`config.mk`:
```
export PLATFORM = sky130hd
export DESIGN_NAME = ula_result_fifo
export DESIGN_NICKNAME = d
export VERILOG_FILES = /design/src/rtl/ula_result_fifo.sv
export SDC_FILE = /design/constraint.sdc
export NUM_CORES = 1
export LEC_CHECK = 0
export ABC_AREA = 1
export CAP_MARGIN = 20
export CORE_MARGIN = 2
export CORE_UTILIZATION = 35
export DETAILED_ROUTE_END_ITERATION = 10
export SYNTH_ARGS = -nofsm -noshare
export SYNTH_HDL_FRONTEND = slang
export SYNTH_SLANG_ARGS = --single-unit
```
`constraint.sdc`:
```
create_clock -name clk -period 3.59 [get_ports clk]
set_clock_uncertainty 0.05 [all_clocks]
set_input_delay 0.5385 -clock clk [delete_from_list [all_inputs] [get_ports clk]]
set_output_delay 0.5385 -clock clk [all_outputs]
set_load 0.005 [all_outputs]
```
`src/rtl/ula_result_fifo.sv`:
```
// ---------------------------------------------------------------------------
// ula_result_fifo
// Small first-word fall-through FIFO that buffers ULA results together with
// their zero/sign flags and the selector tag that produced them.
//
// Ports
//   clk          single clock, all state updates on the rising edge
//   rst_n        asynchronous active-low reset
//   clear        synchronous flush (pointers, count, overflow), beats push/pop
//   in_valid     producer offers an entry
//   in_ready     FIFO not full (never depends on out_ready)
//   in_result    ULA result word
//   in_zero      ULA zero flag
//   in_sign      ULA sign flag
//   in_sel       ULA selector tag
//   out_valid    head entry present
//   out_ready    consumer takes the head entry
//   out_result   head result   (0 when empty)
//   out_zero     head zero flag (0 when empty)
//   out_sign     head sign flag (0 when empty)
//   out_sel      head tag       (0 when empty)
//   count        number of stored entries
//   overflow     sticky: a push was offered while full
// ---------------------------------------------------------------------------
module ula_result_fifo #(
  parameter int DEPTH = 4,
  parameter int W     = 16
) (
  input  logic                   clk,
  input  logic                   rst_n,
  input  logic                   clear,
  input  logic                   in_valid,
  output logic                   in_ready,
  input  logic [W-1:0]           in_result,
  input  logic                   in_zero,
  input  logic                   in_sign,
  input  logic [3:0]             in_sel,
  output logic                   out_valid,
  input  logic                   out_ready,
  output logic [W-1:0]           out_result,
  output logic                   out_zero,
  output logic                   out_sign,
  output logic [3:0]             out_sel,
  output logic [$clog2(DEPTH):0] count,
  output logic                   overflow
);

  localparam int PW = $clog2(DEPTH);
  localparam int CW = PW + 1;
  localparam int EW = W + 6;
  localparam logic [CW-1:0] FULL_CNT = CW'(DEPTH);

  logic [EW-1:0] r_mem [DEPTH];
  logic [PW-1:0] r_wptr;
  logic [PW-1:0] r_rptr;
  logic [CW-1:0] r_count;
  logic          r_overflow;

  logic          w_full;
  logic          w_push;
  logic          w_pop;
  logic [EW-1:0] w_head;

  // Flow control comes only from registered count, so in_ready has no
  // combinational path from out_ready; a pop while full reopens it next cycle.
  assign w_full    = (r_count == FULL_CNT);
  assign in_ready  = !w_full;
  assign out_valid = (r_count != '0);
  assign w_push    = in_valid && !w_full;
  assign w_pop     = out_valid && out_ready;

  // Fall-through head: asynchronous read at the read pointer, masked to zero
  // while empty so stale storage never leaks out (also during reset).
  assign w_head     = r_mem[r_rptr];
  assign out_result = out_valid ? w_head[W-1:0] : '0;
  assign out_zero   = out_valid ? w_head[W]     : 1'b0;
  assign out_sign   = out_valid ? w_head[W+1]   : 1'b0;
  assign out_sel    = out_valid ? w_head[W+5:W+2] : 4'd0;
  assign count      = r_count;
  assign overflow   = r_overflow;

  // Storage is not reset; only a push into a free slot writes it.
  always_ff @(posedge clk) begin
    if (w_push && !clear) begin
      r_mem[r_wptr] <= {in_sel, in_sign, in_zero, in_result};
    end
  end

  always_ff @(posedge clk or negedge rst_n) begin
    if (!rst_n) begin
      r_wptr     <= '0;
      r_rptr     <= '0;
      r_count    <= '0;
      r_overflow <= 1'b0;
    end else if (clear) begin
      r_wptr     <= '0;
      r_rptr     <= '0;
      r_count    <= '0;
      r_overflow <= 1'b0;
    end else begin
      // Pointers are exactly PW bits, so the increment wraps DEPTH-1 -> 0.
      if (w_push) begin
        r_wptr <= r_wptr + PW'(1);
      end
      if (w_pop) begin
        r_rptr <= r_rptr + PW'(1);
      end
      case ({w_push, w_pop})
        2'b10:   r_count <= r_count + CW'(1);
        2'b01:   r_count <= r_count - CW'(1);
        default: r_count <= r_count;
      endcase
      if (in_valid && w_full) begin
        r_overflow <= 1'b1;
      end
    end
  end

endmodule
```
==> results.sh <==
export IMPL_detail_route_antenna_nets=0
export IMPL_cp_start_kind="flip-flop"
export IMPL_clkTransAtPathRegs_ns=0.06
export IMPL_ys_seq_area_share_pct=72.1
export IMPL_synthTopCellsByArea="edfxtp_1, nor2_1, o21ai_0"
export IMPL_synth_top_flop_cell="edfxtp_1"
export IMPL_p_per_area_nw_per_um2=682
export IMPL_dr_pass1_iters=4
export IMPL_synthTopCellsByCount="nor2_1, edfxtp_1, o21ai_0"
export IMPL_synth_distinct_cells=27
export IMPL_fp_dieW_um=110
export IMPL_core_um2=10900
export IMPL_finalSetupTns_ns=0
export IMPL_cp_arrival_ns=2.38
export IMPL_gp_congestion=0.795
export IMPL_hpwlAfterDp_um=5130
export IMPL_place_ws_ns=0.988
export IMPL_post_route_drc_count=0
export IMPL_finalCritPeriodShare_pct=82.7
export IMPL_htreeDepth=3
export IMPL_drt_iter0_drc=149
export IMPL_synth_top_cell_area_share_pct=67.0
export IMPL_status="complete, no violations"
export IMPL_async_flop_share_pct=8.33
export IMPL_synthesis_area_per_instance_um2=12.2
export IMPL_root_buffer="clkbuf_16"
export IMPL_post_route_min_period_ns=2.97
export IMPL_cp_cell_sequence="buf_4 -> nor2_1 -> nor2_1 -> o21ai_0 -> a21oi_1 -> clkdlybuf4s50_1"
export IMPL_peakVddDrop_mv=0.382
export IMPL_grt_first_pass_wirelength_um=13200
export IMPL_rrSetupSlack_ns=1.59
export IMPL_fmax_ghz=0.337
export IMPL_synth_cells=324
export IMPL_crit_path_max_fanout=36
export IMPL_worst_slew_pin_slew_ns=0.884
export IMPL_setup_viol=0
export IMPL_wl_per_cell_um=15.4
export IMPL_critPathMostFrequentCell="nor2_1"
export IMPL_multi_input_area_um2=982
export IMPL_rsz0062_at_grt="no"
export IMPL_antenna_found_initial=0
export IMPL_slew_viol_final=0
export IMPL_syn2layout_area_growth_pct=26.3
export IMPL_antenna_cells=0
export IMPL_initial_core_util_pct=36.1
export IMPL_drv_cap=0
export IMPL_finalNetCount=416
export IMPL_p_leak_nw=1.75
export IMPL_rr_startpoint="count[0]"
export IMPL_grt_overflow=0
export IMPL_synthesis_area_um2=3940
export IMPL_grt_max_degree=46
export IMPL_fp_dieH_um=110
export IMPL_yosysTopAreaCell="edfxtp_1"
export IMPL_required_ns=3.00
export IMPL_drt_total_wl_um=8130
export IMPL_num_rows=38
export IMPL_r2r_end="r_mem[1][7]"
export IMPL_fin_ws_ns=0.621
export IMPL_holdWs_ns=0.447
export IMPL_post_cts_buffers=0
export IMPL_seq_area_um2=2840
export IMPL_cts_sinks=96
export IMPL_drive_above_1_share_pct=10.3
export IMPL_reg2regPathDepth=5
export IMPL_first_global_vias=2685
export IMPL_cpMaxStageDelayCell="dfrtp_1"
export IMPL_cts_tree="yes"
export IMPL_fin_util_pct=45.5
export IMPL_yosysMostFrequentCell="nor2_1"
export IMPL_cp_end_kind="output port"
export IMPL_hold_viol=0
export IMPL_path_class="flip-flop to output port"
export IMPL_pin_count=55
export IMPL_clk_latency_ns=0.33
export IMPL_synth_edff_count=88
export IMPL_portBuffers=54
export IMPL_die_area_um2=12100
export IMPL_synth_warnings=0
export IMPL_vias_per_cell=4.77
export IMPL_crit_buf_inv=2
export IMPL_cp_top_family="buffers and inverters"
export IMPL_synth_seq_cells=96
export IMPL_slowest_delay_ns=0.55
export IMPL_grt_usage_pct=14.5
export IMPL_synth_net_count=356
export IMPL_num_fill_cells=1011
export IMPL_min_path_type="input port to asynchronous set/reset pin"
export IMPL_cts_max_path_buffers=2
export IMPL_max_slew_margin_pct=41.0
export IMPL_ctsResizeCount=0
export IMPL_postCtsHoldBufs=0
export IMPL_via_count=2521
export IMPL_cts_buffers=9
==> cell type report <==
type,count,area share (%)
flip-flops and latches,96,57.1
multi-input cells,199,19.7
clock buffers,9,4.52
repair buffers,64,12.4
inverters,14,1.08
clock inverters,6,1.71
well taps,140,3.52
==> metal layers <==
| metal | routed length (µm) | vias up | global-route usage (%) | part of all wire, % |
|---|---|---|---|---|
| met1 | 3720 | 1194 | 19.0 | 46 |
| li1 | - | 1249 | - | - |
| met4 | 91 | 0 | 4.55 | 1.1 |
| met2 | 3910 | 67 | 24.4 | 48 |
| met3 | 407 | 11 | 2.82 | 5.0 |
| met5 | 0 | - | 0 | 0 |
==> registers in the layout, indices dropped and copies added (netlist names) <==
name      cells
r_mem        88
count         3
r_rptr        2
r_wptr        2
overflow      1
==> through the flow <==
stage	std cells	total power, W	instance area, µm²
final	528	0.00340	4980
after global routing	528	0.00360	4980
after CTS	528	0.00344	4980
after detailed placement	513	0.00245	4670
after global placement	513	0.00245	4670
after floorplan	324	0.00191	3940
==> how the worst max path moves through the flow <==
stage	startpoint	end	cells past startpoint
2_1_floorplan	in_valid	r_mem[0][0]	4
3_3_place_gp	r_rptr[0]	out_result[0]	4
3_5_place_dp	r_rptr[0]	out_sign	4
4_1_cts	r_rptr[0]	out_result[15]	6
5_1_grt	r_rptr[0]	out_sel[1]	4
6_report	r_rptr[0]	out_result[0]	6
==> layout by cell type, fill, tap and decap left out, types with 2 or more instances in the layout <==
| cell type | n |
|---|---|
| clkinv_1 | 2 |
| a21oi_4 | 2 |
| clkbuf_16 | 9 |
| clkdlybuf4s50_1 | 54 |
| nand2_1 | 13 |
| nand4_1 | 3 |
| nand3_1 | 2 |
| a21oi_1 | 24 |
| edfxtp_1 | 88 |
| dfrtp_1 | 8 |
| o21ai_0 | 45 |
| bufinv_16 | 2 |
| buf_4 | 10 |
| inv_2 | 2 |
| nor2_1 | 89 |
| nor2_2 | 5 |
| ha_1 | 4 |
| inv_1 | 10 |
| nand2_4 | 3 |
| o21ai_1 | 2 |
| clkinv_2 | 2 |
| nand2_2 | 2 |
==> report_power, final <==
part	total [W]	switching (W)	internal, W
Sequential	0.00135	0.0000543	0.00130
Clock	0.000985	0.000381	0.000603
Combinational	0.00106	0.000561	0.000501
==> cell families (layout without fill, tap and decap cells) <==
family                   count (synthesis)  after routing  synth area share, %
XOR/XNOR                                 1              1                0.222
AO/OA/AOI/OAI                           75             75                 10.2
buffers and inverters                   29             93                 3.24
AND/OR/NAND/NOR                        118            118                 12.4
flip-flops                              96             96                 72.1
adder cells (fa/ha/maj)                  5              5                 1.78
Power figures use the tool's default switching activity.
